--- src/rtl/relu_maxpool22.sv ---
// ============================================================================
// Module      : relu_maxpool22
// Description : Streaming 2x2/stride-2 max-pool over a raster conv map using a
//               half-width line buffer. Optional ReLU clamp under POOL_RELU_EN.
// Revision    : 1.0 - initial release
// ============================================================================
`default_nettype none

module relu_maxpool22 #(
    parameter int OUT_WIDTH = 32,
    parameter int IMG_W     = 10,
    parameter int IMG_H     = 10,
    parameter int CW        = 4
) (
    input  logic                 clk,
    input  logic                 rst,
    input  logic                 in_valid,
    input  logic [OUT_WIDTH-1:0] in_data,
    output logic                 out_valid,
    output logic [OUT_WIDTH-1:0] out_data,
    output logic [CW-1:0]        out_col,
    output logic [CW-1:0]        out_row,
    output logic                 frame_done
);

    localparam int            c_half_w   = IMG_W / 2;
    localparam int            c_lbw      = (c_half_w > 1) ? $clog2(c_half_w) : 1;
    localparam logic [CW-1:0] c_last_col = CW'(IMG_W - 1);
    localparam logic [CW-1:0] c_last_row = CW'(IMG_H - 1);

    logic [CW-1:0]               r_col;
    logic [CW-1:0]               r_row;
    logic signed [OUT_WIDTH-1:0] r_pair;
    logic signed [OUT_WIDTH-1:0] r_linebuf [c_half_w];

    logic                        r_out_valid;
    logic [OUT_WIDTH-1:0]        r_out_data;
    logic [CW-1:0]               r_out_col;
    logic [CW-1:0]               r_out_row;
    logic                        r_frame_done;

    logic signed [OUT_WIDTH-1:0] w_in;
    logic signed [OUT_WIDTH-1:0] w_hmax;
    logic signed [OUT_WIDTH-1:0] w_lb_rd;
    logic signed [OUT_WIDTH-1:0] w_vmax;
    logic signed [OUT_WIDTH-1:0] w_result;
    logic [CW-1:0]               w_col_half;
    logic [CW-1:0]               w_row_half;
    logic [c_lbw-1:0]            w_lb_idx;
    logic                        w_pair_done;
    logic                        w_lb_write;
    logic                        w_emit;
    logic                        w_last_pix;

    assign w_in        = $signed(in_data);
    assign w_col_half  = r_col >> 1;
    assign w_row_half  = r_row >> 1;
    assign w_lb_idx    = w_col_half[c_lbw-1:0];
    assign w_pair_done = in_valid & r_col[0];
    assign w_lb_write  = w_pair_done & ~r_row[0];
    assign w_emit      = w_pair_done & r_row[0];
    assign w_last_pix  = (r_col == c_last_col) && (r_row == c_last_row);

    assign w_hmax  = (r_pair > w_in) ? r_pair : w_in;
    assign w_lb_rd = r_linebuf[w_lb_idx];
    assign w_vmax  = (w_lb_rd > w_hmax) ? w_lb_rd : w_hmax;

`ifdef POOL_RELU_EN
    // Clamping after the max is equivalent to clamping each operand first.
    assign w_result = w_vmax[OUT_WIDTH-1] ? '0 : w_vmax;
`else
    assign w_result = w_vmax;
`endif

    // Raster position of the next accepted pixel.
    always_ff @(posedge clk or posedge rst) begin
        if (rst) begin
            r_col <= '0;
            r_row <= '0;
        end else if (in_valid) begin
            if (r_col == c_last_col) begin
                r_col <= '0;
                r_row <= (r_row == c_last_row) ? '0 : r_row + 1'b1;
            end else begin
                r_col <= r_col + 1'b1;
            end
        end
    end

    always_ff @(posedge clk or posedge rst) begin
        if (rst) begin
            r_pair <= '0;
        end else if (in_valid && !r_col[0]) begin
            r_pair <= w_in;
        end
    end

    // Even rows park their horizontal max; the odd row below consumes it.
    always_ff @(posedge clk or posedge rst) begin
        if (rst) begin
            for (int i = 0; i < c_half_w; i++) begin
                r_linebuf[i] <= '0;
            end
        end else if (w_lb_write) begin
            r_linebuf[w_lb_idx] <= w_hmax;
        end
    end

    always_ff @(posedge clk or posedge rst) begin
        if (rst) begin
            r_out_valid  <= 1'b0;
            r_out_data   <= '0;
            r_out_col    <= '0;
            r_out_row    <= '0;
            r_frame_done <= 1'b0;
        end else begin
            r_out_valid  <= 1'b0;
            r_frame_done <= 1'b0;
            if (w_emit) begin
                r_out_valid  <= 1'b1;
                r_out_data   <= w_result;
                r_out_col    <= w_col_half;
                r_out_row    <= w_row_half;
                r_frame_done <= w_last_pix;
            end
        end
    end

    assign out_valid  = r_out_valid;
    assign out_data   = r_out_data;
    assign out_col    = r_out_col;
    assign out_row    = r_out_row;
    assign frame_done = r_frame_done;

endmodule

`default_nettype wire

--- config.mk ---
export PLATFORM = sky130hd
export DESIGN_NAME = relu_maxpool22
export DESIGN_NICKNAME = d
export VERILOG_FILES = /design/src/rtl/relu_maxpool22.sv
export SDC_FILE = /design/constraint.sdc
export NUM_CORES = 1
export LEC_CHECK = 0
export CAP_MARGIN = 20
export CORE_MARGIN = 2
export CORE_UTILIZATION = 50
export CTS_CLUSTER_DIAMETER = 100
export DETAILED_ROUTE_END_ITERATION = 12
export DONT_BUFFER_PORTS = 1
export MAX_ROUTING_LAYER = met4
export PLACE_DENSITY = 0.64
export SETUP_SLACK_MARGIN = 0.4
export SYNTH_ARGS = -nofsm -noshare
export SYNTH_HDL_FRONTEND = slang
export SYNTH_SLANG_ARGS = --single-unit
export TNS_END_PERCENT = 50
--- constraint.sdc ---
create_clock -name clk -period 10.8 [get_ports clk]
set_input_delay 1.62 -clock clk [delete_from_list [all_inputs] [get_ports clk]]
set_output_delay 1.62 -clock clk [all_outputs]
set_load 0.005 [all_outputs]
==> metrics.md <==
| Metric | Value |
|---|---|
| Total power | ~5600 uW |
| Worst setup path start | in_data[31] |
| Critical path endpoint | out_data[1] |
| Final Max Slew Viols | 0 |
| Worst path required time | 11.16 ns |
| CTS tree | built |
| GRT Resource Usage Total | 0.269 |
| Internal Pwr Total | approximately 3000 uW |
| Critical-path maximum fanout | 48 |
| Hold Crit Class | reg -> reg |
| Antenna violations before repair | 0 |
| Syn avg cell area | a little over 9 um^2 |
| Post-Place Cells | ~1900 |
| Max clock buf depth | 3 |
| Crit path DAT | 7.66 ns |
| Reg2reg start | r_pair[31] |
| Ys Warns | 0 |
| # port buffers | 0 |
| Cell taking the most area after synthesis | dfrtp_1 |
| Reg-to-Reg End | out_data[1] |
| Post-Synthesis Cells | 1563 |
| GPL Wtd Cong | 0.905 |
| Antenna viol nets, final | 0 |
| Clk Latency, worst-skew pair | 0.54 ns |
| FF/Latch Area | roughly 6000 um^2 |
| CP endpoint kind | flop |
| Synth Flop Type | dfrtp_1 |
| Clock skew | 0.0187 ns |
| Least-Margin Pin Slew | around 1.1 ns |
| P per Cell Area | roughly 360 nW/um^2 |
| Combinational power share | 0.538 |
| Hold_buf cts | 0 |
| Fmax | approximately 140 MHz |
| First-pass GRT wire length | between 60000 and 70000 um |
| Area share of the largest cell type after synthesis | 0.414 |
| Post-route clock period utilization | 0.676 |
| HPWL Detailed | between 20000 and 30000 um |
| Synth top area cells | dfrtp_1, a21oi_1, nor2_1 |
| Num CTS Buffers | 27 |
| MaxCap Viol Count | 0 |
| Filler instances | between 2000 and 3000 |
| Layout cells sized above 1 | 0.132 |
| Drc violations | 0 |
| Startpoint Class | input pin |
| Setup TNS | 0 ns |
| Pleak | 0.00681 uW |
| Die Span Y | around 170 um |
| Crit path max-delay family | compound AO/OA/AOI/OAI gates |
| Largest net degree at the start of global routing | approximately 130 |
| Distinct cells, synth | 60 |
| Initial Utilization | 0.506 |
| Seq cells post-synth | 240 |
| Post-cts resize count | 0 |
| Post-CTS Setup Inserts | 0 |
| I/O pins | a little under 80 |
| Vias/cell | just over 6 |
| RSZ-0062 raised after global routing | no |
| Max rail drop VDD | 182 uV |
| R2R setup slack | roughly 4.2 ns |
| Crit-path slowest cell | o221a_2 |
| EDFF count, synth | 0 |
| Net Sw Frac | 0.451 |
| Outcome | finished, final reports clean |
| WP depth | 16 |
| Horiz. Die Dim | 174 um |
| CTS Sinks | 240 |
| Reg power frac | 0.303 |
| Layout Nets | ~1600 |
| Minimum clock period | between 7 and 8 ns |
| Vias in the first global route | ~11000 |
| Switching power | ~2500 uW |
| Core area | around 29000 um^2 |
| CP Class | in -> reg |
| CP Buf/Inv Count | 2 |
| Drt first-iter violations | 760 |
| Final std cells w/o fill | about 1900 |
| Post-Syn Area | 14500 um^2 |
| Full die area | 30400 um^2 |
| Worst slew margin | 0.293 |
| Final hold viol count | 0 |
| Post-synth ARST share | 1.00 |
| Root Driver | clkbuf_16 |
| Multi-input gate area | between 7000 and 8000 um^2 |
| Gr ovfl total | 0 |
| Worst Reg-to-Reg Cells | 15 |
| Worst path cell trace | inv_1 > ha_4 > nand4_2 > nor4_4 > nor3b_4 > buf_4 > o41ai_2 > a2111oi_4 > ha_1 > a21oi_1 > nor2_1 > a211oi_1 > o211ai_1 > o21ai_0 > o221a_2 > a221oi_1 |
| CP peak stage delay | 1.00 ns |
| First-pass detailed-route iteration total | 5 |
| Sequential area share after synthesis | 0.414 |
| Total number of vias | 11500 |
| Final wirelength | around 40000 um |
| Avg WL per Cell | 20.8 um |
| Clock Power Share | 0.158 |
| Area growth, synth to finish | 7.99% |
| Final Setup Violations | 0 |
| CTS H-tree lvls | 1 |
| Worst-path clk slew | 0.06 ns |
| N_diodes | 0 |
| FP Rows | 62 |
[cells in the final DEF (no fill, tap or decap), types with 32 or more instances in the layout]
| master | instances |
|---|---|
| nor2_1 | 264 |
| a21oi_1 | 242 |
| dfrtp_1 | 238 |
| nand2_1 | 130 |
| inv_1 | 70 |
| ha_1 | 63 |
| o21ai_0 | 46 |
| o22ai_1 | 32 |
| nor3b_1 | 32 |
[worst register-to-register path, stage by stage (launching register included)]
cell and delay [ns]:
dfrtp_1 0.44, ha_4 0.61, nand4_2 0.26, nor4_4 0.46, nor3b_4 0.70, buf_4 0.40, o41ai_2 0.14, a2111oi_4 0.62
ha_1 0.37, a21oi_1 0.15, nor2_1 0.05, a211oi_1 0.50, o211ai_1 0.14, o21ai_0 0.38, o221a_2 1.00, a221oi_1 0.24
[logic make-up (layout without fill, tap and decap cells)]
family,Yosys count,count (layout),share of synthesized area
other,1,2,0.000259
XOR/XNOR,4,4,0.00242
AND/OR/NAND/NOR,486,486,0.146
multiplexers,55,55,0.0408
AO/OA/AOI/OAI,517,517,0.288
adder cells (fa/ha/maj),64,64,0.0553
buffers and inverters,196,149,0.0535
flip-flops,240,240,0.414
[sequential cells by signal, summed over array words and instances, names as in the netlist]
| name | cells |
|---|---|
| r_linebuf | 160 |
| out_data | 32 |
| r_pair | 32 |
| r_col | 4 |
| r_row | 4 |
| out_col | 3 |
| out_row | 3 |
| frame_done | 1 |
| out_valid | 1 |
[how the worst min path moves through the flow]
stage                     cells after the start           start  slack, ns              to
after floorplan                               1        r_row[0]       0.49        r_row[0]
after global placement                        2   r_linebuf[41]       0.50   r_linebuf[41]
after detailed placement                      2  r_linebuf[126]       0.52  r_linebuf[126]
after CTS                                     2   r_linebuf[35]       0.53   r_linebuf[35]
after global routing                          2   r_linebuf[43]       0.55   r_linebuf[43]
final                                         2   r_linebuf[43]       0.52   r_linebuf[43]
[final cells by class]
type,instances,area share
Timing Repair Buffer,31,0.0149
Inverter,71,0.0175
Multi-Input combinational cell,1128,0.499
Clock inverter,13,0.00648
Sequential cell,240,0.384
Tap cell,384,0.0307
Clock buffer,34,0.0474
[cells in the mapped netlist, drive strengths merged, types with 7 or more instances]
cell / n
clkbuf: 102
nand3: 14
o41ai: 32
o22ai: 32
a2111oi: 32
nand4: 13
a221oi: 34
nor3: 8
dfrtp: 240
o22a: 11
o21a: 18
mux2: 23
nand2: 130
ha: 64
buf: 23
nor2b: 7
a22oi: 16
nor2: 266
mux2i: 31
nor3b: 33
a21boi: 32
inv: 71
o21ai: 47
a21oi: 243
[routing by layer]
metal / vias to the layer above / GRT usage / wire (um)
met3: 72 / 0.0440 / 2470
met4: 0 / 0.0802 / 1250
li1: 5454 / - / -
met1: 5618 / 0.354 / 17300
met5: - / - / 0
met2: 320 / 0.430 / 18500
[through the flow]
step | setup WS [ns] | util | hold slack (ns) | instance area, um^2
after floorplan | 2.59 | - | 0.486 | 14500
after global placement | 3.11 | 0.517 | 0.501 | 14800
after detailed placement | 2.97 | 0.517 | 0.516 | 14800
after CTS | 3.53 | 0.547 | 0.528 | 15600
after global routing | 3.09 | 0.547 | 0.546 | 15600
final | 3.50 | 0.547 | 0.523 | 15600
[power groups by stage]
stage	combinational [uW]	clock (uW)	sequential, uW
after floorplan	2340	0	1580
after global placement	2940	0	1690
after detailed placement	2990	0	1710
after CTS	3010	901	1700
after global routing	3360	937	1750
final	3010	885	1690
Power figures use the tool's default switching activity.
